[src/rtl/state_sequencer.sv]
// Brain-state sequencer: accepts state-change requests and holds each new state
// for a minimum dwell time. A force_normal abort overrides everything.
module state_sequencer #(
  parameter int               CNT_W       = 16,
  parameter logic [CNT_W-1:0] DWELL_TICKS = 16'd4000
) (
  input  logic       clk,
  input  logic       rst,
  input  logic       clk_en,
  input  logic       req_valid,
  input  logic [2:0] req_state,
  output logic       req_ready,
  input  logic       force_normal,
  output logic [2:0] state_select,
  output logic [2:0] prev_state,
  output logic       transition_pulse,
  output logic       reject_pulse,
  output logic       busy,
  output logic [7:0] transition_count,
  output logic [7:0] reject_count
);

  localparam logic IDLE  = 1'b0;
  localparam logic DWELL = 1'b1;

  logic             fsm;
  logic [CNT_W-1:0] counter;

  function automatic logic [7:0] sat_inc(input logic [7:0] v);
    return (v == 8'hFF) ? v : v + 8'd1;
  endfunction

  assign req_ready = (fsm == IDLE) && !force_normal && !rst;
  assign busy      = (fsm == DWELL);

  always_ff @(posedge clk or posedge rst) begin
    if (rst) begin
      fsm              <= IDLE;
      counter          <= '0;
      state_select     <= 3'd0;
      prev_state       <= 3'd0;
      transition_pulse <= 1'b0;
      reject_pulse     <= 1'b0;
      transition_count <= 8'd0;
      reject_count     <= 8'd0;
    end else begin
      transition_pulse <= 1'b0;
      reject_pulse     <= 1'b0;
      if (force_normal) begin
        // Abort: only a real change away from NORMAL counts as a transition
        state_select <= 3'd0;
        counter      <= '0;
        fsm          <= IDLE;
        if (state_select != 3'd0) begin
          prev_state       <= state_select;
          transition_pulse <= 1'b1;
          transition_count <= sat_inc(transition_count);
        end
      end else if (fsm == IDLE) begin
        if (req_valid) begin
          if (req_state > 3'd4) begin
            reject_pulse <= 1'b1;
            reject_count <= sat_inc(reject_count);
          end else if (req_state != state_select) begin
            state_select     <= req_state;
            prev_state       <= state_select;
            transition_pulse <= 1'b1;
            transition_count <= sat_inc(transition_count);
            if (DWELL_TICKS != '0) begin
              counter <= DWELL_TICKS;
              fsm     <= DWELL;
            end
          end
        end
      end else if (clk_en) begin
        // Leaving on the tick where counter reaches 1 gives exactly DWELL_TICKS ticks
        if (counter <= CNT_W'(1)) begin
          counter <= '0;
          fsm     <= IDLE;
        end else begin
          counter <= counter - CNT_W'(1);
        end
      end
    end
  end

endmodule
[config.mk]
export PLATFORM = sky130hd
export DESIGN_NAME = state_sequencer
export DESIGN_NICKNAME = d
export VERILOG_FILES = /design/src/rtl/state_sequencer.sv
export SDC_FILE = /design/constraint.sdc
export NUM_CORES = 1
export LEC_CHECK = 0
export BUFFER_PORTS_ARGS = -buffer_cell sky130_fd_sc_hd__buf_2
export CAP_MARGIN = 20
export CELL_PAD_IN_SITES_DETAIL_PLACEMENT = 0
export CELL_PAD_IN_SITES_GLOBAL_PLACEMENT = 1
export CORE_MARGIN = 8
export CORE_UTILIZATION = 43
export DETAILED_ROUTE_END_ITERATION = 10
export GPL_TIMING_DRIVEN = 0
export PLACE_DENSITY = 0.79
export SETUP_SLACK_MARGIN = 0.3
export SYNTH_ARGS = -nofsm -noshare
export SYNTH_HDL_FRONTEND = slang
export SYNTH_SLANG_ARGS = --single-unit
export TNS_END_PERCENT = 5
[constraint.sdc]
create_clock -name clk -period 3 [get_ports clk]
set_input_delay 0.6 -clock clk [delete_from_list [all_inputs] [get_ports clk]]
set_output_delay 0.6 -clock clk [all_outputs]
set_load 0.1 [all_outputs]
# Yosys cells after proc, flatten, opt, wreduce, memory -nomap -nowiden
# Index checks and enable logic that the tools add are counted.
# W data, S select, Z words.
[classes]
n_reduce_logical = 13
muxes = 39
eq_ne = 8
add_sub_neg = 3
n_lt_le_gt_ge = 2
bitwise_logic = 3
[op_table]
columns = ["op", "count"]
rows = [
  ["$mux W16", 7],
  ["$mux W8", 7],
  ["$mux W3", 11],
  ["$add A8 B1 Y8 const B", 2],
  ["$eq A8 B8 Y1 const B", 2],
  ["$le A16 B1 Y1 const B", 1],
  ["$sub A16 B1 Y16 const B", 1],
  ["$mux W1", 14],
  ["$reduce_and A5 Y1", 2],
  ["$reduce_bool A3 Y1", 3],
  ["$reduce_and A4 Y1", 2],
  ["$ne A3 B3 Y1 const B", 2],
  ["$ne A2 B2 Y1 const B", 2],
  ["$reduce_bool A2 Y1", 2],
  ["$gt A3 B3 Y1 const B", 1],
  ["$ne A3 B3 Y1", 1],
  ["$not A1 Y1", 3],
  ["$logic_and A1 B1 Y1", 2],
  ["$logic_not A1 Y1", 2],
  ["$ne A2 B1 Y1 const B", 1],
]
[totals]
output_inout_bits = 26
register_bits = 41

# Longest topological paths before layout
# Gate-level depths: netlist of run 1.
[logic_depth]
ltp_word = 7
mapped_depth = 7
ltp_nobuf = 7

# Worst setup path after synthesis of run 1
# OpenSTA, ideal clock, no wires.
[synth_path]
path_kind = "register to output"
startpoint = "register fsm (netlist: busy)"
endpoint = "output req_ready"
required_time_ns = 2.400
arrival_time_ns = 3.149
path_slack_ns = -0.749
path_buffers = 1
stages_incl_launch_ff = 3
cell_sequence = "dfrtp_1 clkbuf_1 nor3_1"
[synth_via]
elab_chain_len = 3
[synth_lines]
columns = ["element", "line", "text"]
rows = [
  ["start: declaration", "26", "logic fsm;"],
  ["start signal: assignment", "38", "fsm <= IDLE;"],
  ["start signal: assignment", "53", "fsm <= IDLE;"],
  ["start signal: assignment", "71", "fsm <= DWELL;"],
  ["$not A1 Y1 (no source line)", "-", ""],
  ["$logic_and A1 B1 Y1 (2 in series)", "33", "assign req_ready = (fsm == IDLE) && !force_normal && !rst;"],
  ["end: declaration", "12", "output logic req_ready,"],
]
# Every way passes these cells.

# Worst setup path after layout of run 1
[layout_path]
startpoint = "register counter[0]"
endpoint = "register counter[14]"
[layout_via]
elab_chain_len = 5
[layout_lines]
columns = ["element", "line", "text"]
rows = [
  ["start: declaration", "27", "logic [CNT_W-1:0] counter;"],
  ["start signal: assignment", "81", "counter <= counter - CNT_W'(1);"],
  ["$sub A16 B1 Y16 or $le A16 B1 Y1 (tied branches)", "81, 77", ""],
  ["$mux W16 *", "77", "if (counter <= CNT_W'(1)) begin"],
  ["$mux W16 *", "75", "end else if (clk_en) begin"],
  ["$mux W16 *", "59", "end else if (fsm == IDLE) begin"],
  ["$mux W16 *", "49", "if (force_normal) begin"],
]
# Every way passes the cells marked *; elsewhere a longest branch is shown, timed or not. The select of a mux whose other input is x is not followed.
# A chain may end at the register's enable or synchronous reset.

==> metrics, run 1 <==
status=finished, final reports clean; final period demand of the worst path=2.54 ns; f_max=394 MHz; final RePlAce weighted congestion=0.766; utilization after layout=about 52%; worst-case clock skew=between 0.005 and 0.006 ns; WL final=~4700 um; synthesized flop and latch total=41; WS Path Type=flip-flop to flip-flop; DRC=0; Syn Nets=between 200 and 250; post-route ant nets=0; Mapped Cells=between 200 and 250; vias in the first global route=1,666; fraction of layout cells with a size suffix above 1=between 20% and 30%; final hold viol count=0; Worst VDD drop=around 0.64 mV; Crit path max-delay family=simple AND/OR/NAND/NOR gates; max incr delay on CP=between 0.5 and 0.6 ns; Worst-Margin Slew=0.843 ns; root buffer cell=clkbuf_8; clock transition at the registers of the reported paths=0.08 ns; first-pass GRT wire length=8160 um; # rows=25; num ports=34; Max Cap Violations=0; final setup vio count=0; Static Leak=roughly 0.0012 uW; pwr/cell area=921 nW/um2; Max clock buf depth=2; period utilisation layout=84.7%; # diodes=0; vias per std cell=5.31; Area Growth Syn to Fin=16.7%; initial antenna violation count=0; Initial Utilization=44.8%; Bufs and invs on worst path=1; crit-path max FO=8; Nets=about 260; Total Routing Usage GR=13.5%; CP Data Required Time=3.23 ns; grt total ovfl=0; CTS tree=yes; IO buf count=33; CTS resizes=0; DIE HEIGHT=86.4 um; via count=1,698; width of the die=86.4 um; drt first pass iters=4; most used cell, CP=or4_1; slowest CP cell=or4_1; Hold Path Class=flip-flop to flip-flop; die area=7460 um2; clk sinks=41; Critical Path End Type=flip-flop; core area=4750 um2; detailed-route wire length per cell=about 15 um; HPWL Detailed=3400 um; crit path launch type=flip-flop; Clock Latency Late Sink=0.29 ns; Final Slew Violations=0; Post-CTS Setup Inserts=0; H-tree lvl count=2; yosys warns=0; RSZ-0062 raised after global routing=false; largest net degree at the start of global routing=42; DR iter-0 viols=around 110; mean post-synth cell area=10.0 um2; unique cell type count in the Yosys netlist=40; total CTS buffers=5; synthesized area=2130 um2; worst rel slew slack=43.7%; cts hold-fix bufs=0; CP Data Arrival Time=about 2.8 ns; final setup TNS=0 ns; crit path cell chain=inv_1, ha_1, nor3b_1, nand2_1, or4_1, or4_1, nand3_1; fill count=around 460; register area share after synthesis=48.2%
metrics by stage:
step	instance area, um2	total power, uW	std cells	hold WS [ns]	setup slack [ns]
floorplan	2140	1710	212	0.461	0.506
global placement	2390	1910	312	0.469	0.388
detailed placement	2390	1920	312	0.476	0.376
CTS	2490	2310	320	0.493	0.449
global route	2490	2420	320	0.503	0.308
finish	2490	2290	320	0.487	0.459
power breakdown:
| group | total (uW) | leakage (uW) | switching, uW | internal, uW |
|---|---|---|---|---|
| logic | 1130 | 0.000582 | 858 | 267 |
| clock network | 381 | 0.0000512 | 195 | 187 |
| registers | 782 | 0.000541 | 124 | 658 |
routing by layer:
| layer | share of wire [%] | global-route usage, % |
|---|---|---|
| met3 | 5.1 | 3.97 |
| met5 | 0 | 0 |
| met4 | 1.1 | 3.76 |
| met1 | 49 | 18.1 |
| met2 | 45 | 20.6 |
flip-flops by register name, indices dropped and copies added (netlist names):
| signal | flops |
|---|---|
| state_select | 3 |
| counter | 16 |
| transition_pulse | 1 |
| prev_state | 3 |
| transition_count | 8 |
| reject_pulse | 1 |
| reject_count | 8 |
| busy | 1 |
cell usage in the layout, fill, tap and decap left out, drive strengths merged, types with 6 or more instances in the layout:
cell type,count
a21oi,6
a22o,7
buf,33
clkbuf,10
dfrtp,41
nand2,23
nand2b,6
nand3,12
nor2,11
nor3,7
o21ai,17
o31ai,6
xnor2,11
cell families (layout without fill, tap and decap cells):
kind of cell / after synthesis / after routing / share of synthesized area (%)
adders and majority gates: 4 / 4 / 2.35
xor gates and xnor gates: 16 / 16 / 6.58
buffers and inverters: 9 / 50 / 1.59
AOI/OAI and AO/OA: 49 / 49 / 15.9
and+or+nand+nor: 87 / 87 / 22.3
muxes: 6 / 6 / 3.06
DFF: 41 / 41 / 48.2
final cells by class:
type	count	area, um2	area share [%]
buffer	4	15.0	0.604
clock buffer	6	82.6	3.32
clock inverter	2	13.8	0.554
inverter	5	18.8	0.755
multi-input combinational	162	1080	43.5
sequential	41	1030	41.3
tap	67	83.8	3.37
timing repair buffer	33	165	6.64
worst reg2reg max path, cell delays in order, from the launching register on:
cell	delay (ns)
dfrtp_1	0.44
inv_1	0.09
ha_1	0.19
nor3b_1	0.41
nand2_1	0.30
or4_1	0.55
or4_1	0.41
nand3_1	0.09
Yosys cell counts (all sizes together):
library cell / number / share of area (%)
dfrtp: 41 / 48
or3: 5 / 1.5
o211ai: 1 / 0.35
nand2b: 6 / 1.8
and3: 5 / 1.5
ha: 4 / 2.4
nor2: 11 / 1.9
a21oi: 6 / 1.4
nor2b: 2 / 0.59
mux2: 4 / 2.1
nand2: 23 / 4.1
or4: 4 / 1.6
and4: 2 / 0.82
or2: 1 / 0.41
xnor2: 11 / 4.5
o21a: 2 / 0.70
o311ai: 1 / 0.76
nor4: 3 / 1.6
o31a: 1 / 0.41
o41ai: 1 / 0.41
xor2: 5 / 2.1
inv: 5 / 0.88
a22o: 7 / 2.9
nor3: 7 / 1.9
o21ai: 17 / 4.0
nor3b: 2 / 0.70
nand4: 4 / 1.2
nand3: 12 / 2.8
mux2i: 2 / 0.94
o31ai: 6 / 2.1
clkbuf: 4 / 0.70
a21o: 2 / 0.76
o2bb2ai: 5 / 2.1
final timing paths:
check,end,startpoint,depth (start not counted),slack (ns)
setup / recovery,counter[14],counter[0],7,0.46
hold / removal,transition_count[5],transition_count[5],1,0.49
setup reg to reg,counter[14],counter[0],7,0.46
hold reg to reg,transition_count[5],transition_count[5],1,0.49
max in group asynchronous,prev_state[0],rst,2,1.98
min in group asynchronous,counter[12],rst,2,0.50
Note: power is estimated with default switching activity, not from simulation.
==> run 2: changes to the inputs <==
--- a/config.mk
+++ b/config.mk
@@ -10,10 +10,10 @@
 export CELL_PAD_IN_SITES_DETAIL_PLACEMENT = 0
 export CELL_PAD_IN_SITES_GLOBAL_PLACEMENT = 1
 export CORE_MARGIN = 8
-export CORE_UTILIZATION = 43
+export CORE_UTILIZATION = 39
 export DETAILED_ROUTE_END_ITERATION = 10
 export GPL_TIMING_DRIVEN = 0
-export PLACE_DENSITY = 0.79
+export PLACE_DENSITY = 0.76
 export SETUP_SLACK_MARGIN = 0.3
 export SYNTH_ARGS = -nofsm -noshare
 export SYNTH_HDL_FRONTEND = slang
==> constraint.sdc (replaced) <==
create_clock -name clk -period 2.1 [get_ports clk]
set_input_delay 0.42 -clock clk [delete_from_list [all_inputs] [get_ports clk]]
set_output_delay 0.42 -clock clk [all_outputs]
set_load 0.1 [all_outputs]
==> metrics, run 2 (same netlist as run 1, synthesis figures left out) <==
status=finished with violations; failing checks=setup timing; # diodes=0 (unchanged); CP Data Required Time=2.33 ns (-0.90 ns); final hold viol count=0 (unchanged); largest register by flop count=counter; Layout Cell Area excl Fill=2750 um2 (+11%); final setup vio count=6 (+6); Initial Utilization=39.4% (-5.4 points); worst rel slew slack=42.9% (-0.85 points); R2R cell count=5 (-2); width of the die=89.9 um (+4.1%); period utilisation layout=103% (+19 points); fin worst setup slack=-0.0677 ns (-0.527 ns); most frequent cells in the layout=buf_2 (32), dfrtp_1 (29), nand2_1 (20), o21ai_0 (14); dpl ws=-0.276 ns (-0.652 ns); clock group share of total power=15.9% (-0.8 points); grt total ovfl=0 (unchanged); Area Growth Syn to Fin=29.0%; CTS tree=yes; drt first pass iters=5 (+1); combinational power share=51.6% (+2.4 points); crit path launch type=flip-flop; post-route ant nets=0 (unchanged); met2 Usage GRT=19.8% (-0.87 points); f_max=461 MHz (+17%); initial antenna violation count=0 (unchanged); Worst-Margin Slew=0.856 ns (+0.0127 ns); first-pass GRT wire length=8630 um (+5.8%); fraction of layout cells with a size suffix above 1=37.5% (+16 points); switch share=49.3% (-2.1 points); fill count=503 (+8.4%); reg2reg setup slack=-0.07 ns (-0.53 ns); Final Slew Violations=0 (unchanged); CP Data Arrival Time=2.40 ns (-0.37 ns); Max clock buf depth=2 (unchanged); Switch Pwr=1730 uW (+47%); hold slack=0.333 ns (-0.154 ns); crit-path max FO=5 (-3); WL final=4970 um (+5.5%); via count=1,830 (+7.8%); placed inst area=2430 um2 (+1.7%); detailed-route wire length per cell=14.8 um (+0.50%); H-tree lvl count=2 (unchanged); total CTS buffers=5 (unchanged); met1 GRT Util=16.1% (-2.1 points); pwr/cell area=1280 nW/um2 (+39%); most common cell after layout, fill and taps aside=buf_2; GR met3 Demand/Resource=3.74% (-0.23 points); largest net degree at the start of global routing=42 (unchanged); worst-case clock skew=0.00632 ns (+0.00109 ns); final period demand of the worst path=2.17 ns (-0.373 ns); core area=5410 um2 (+14%); sequential share of power=32.5% (-1.7 points); Largest regs=counter (16), reject_count (8), transition_count (8); Static Leak=0.00126 uW (+7.6%); DR iter-0 viols=86 (-23%); Nets=275 (+4.2%); Worst VDD drop=1.33 mV (+110%); crit path cell chain=or4_4, or2_4, or4_4, or4_1, nand3_1; DIE HEIGHT=89.9 um (+4.1%); clock transition at the registers of the reported paths=0.08 ns (about the same); cts hold-fix bufs=0 (unchanged); slowest CP cell=or4_4; clk sinks=41 (unchanged); Crit path max-delay family=simple AND/OR/NAND/NOR gates; vias per std cell=5.45 (+2.6%); Bufs and invs on worst path=0 (-1); WS Path Type=flip-flop to flip-flop; final RePlAce weighted congestion=0.763 (-0.33%); most used cell, CP=or4_4; max incr delay on CP=0.53 ns (-0.02 ns); Clock Latency Late Sink=0.29 ns (about the same); Worst R2R End=counter[14]; num ports=34 (unchanged); Largest register FFs=16 (unchanged); final setup TNS=-0.123 ns (-0.123 ns); IO buf count=33 (unchanged); Hold Path Class=input port to asynchronous set/reset pin; vias in the first global route=1,812 (+8.8%); RSZ-0062 raised after global routing=true; Total Routing Usage GR=12.6% (-0.91 points); R2R Path Start=counter[9]; gr busiest metal=met2; Max Cap Violations=0 (unchanged); utilization after layout=50.8% (-1.5 points); # rows=27 (+8.0%); Critical Path End Type=flip-flop; HPWL Detailed=3290 um (-3.2%); DRC=0 (unchanged); root buffer cell=clkbuf_8; die area=8080 um2 (+8.3%); P_int=1780 uW (+60%)
==> run 2: timing repair <==
| item | 4_1_cts | 5_1_grt |
|---|---|---|
| pin swaps | 2 | 8 |
| endpoints found under the hold margin | 0 | 0 |
| resized for setup | 16 | 18 |
| setup buffers | 10 | 1 |
| setup endpoints to repair | 33 | 30 |
==> run 2: worst max-delay path by stage <==
stage / startpoint / end / slack, ns / cells after the start
floorplan: counter[9] / counter[14] / -0.04 / 5
global placement: counter[0] / counter[14] / -0.23 / 7
detailed placement: counter[0] / counter[14] / -0.28 / 7
CTS: counter[9] / counter[14] / -0.06 / 5
global route: counter[1] / counter[14] / -0.11 / 7
finish: counter[9] / counter[14] / -0.07 / 5
==> run 2: power by group through the flow <==
stage	clock, uW	combinational, uW	sequential, uW
after floorplan	0	595	1880
after detailed placement	0	1610	1150
after global placement	0	1610	1150
after CTS	586	1760	1140
after global routing	616	1920	1170
final	559	1810	1140
==> run 2: routing by layer <==
layer | vias to the layer above | routed length, um
met2 | 45 | 2260
li1 | 875 | -
met5 | - | 0
met4 | 0 | 57
met1 | 904 | 2390
met3 | 6 | 256
==> run 2: worst register-to-register path, delay by kind of cell, from the launching register on <==
kind             cells  cell delay [ns]
AND/OR/NAND/NOR      5             1.70
flip-flops           1             0.40
==> run 2: layout make-up <==
class,count,area (um2),share of cell area (%)
clock buffers,7,96.3,3.51
well taps,72,90.1,3.28
multi-input cells,162,1200,43.8
clock inverters,1,5.00,0.182
flip-flops and latches,41,1050,38.3
inverters,5,18.8,0.683
repair buffers,44,263,9.56
plain buffers,4,21.3,0.774
==> run 2: per-stage QoR <==
stage	total power [uW]	cells
floorplan	2470	212
global placement	2760	317
detailed placement	2760	317
CTS	3480	335
global route	3700	336
finish	3510	336
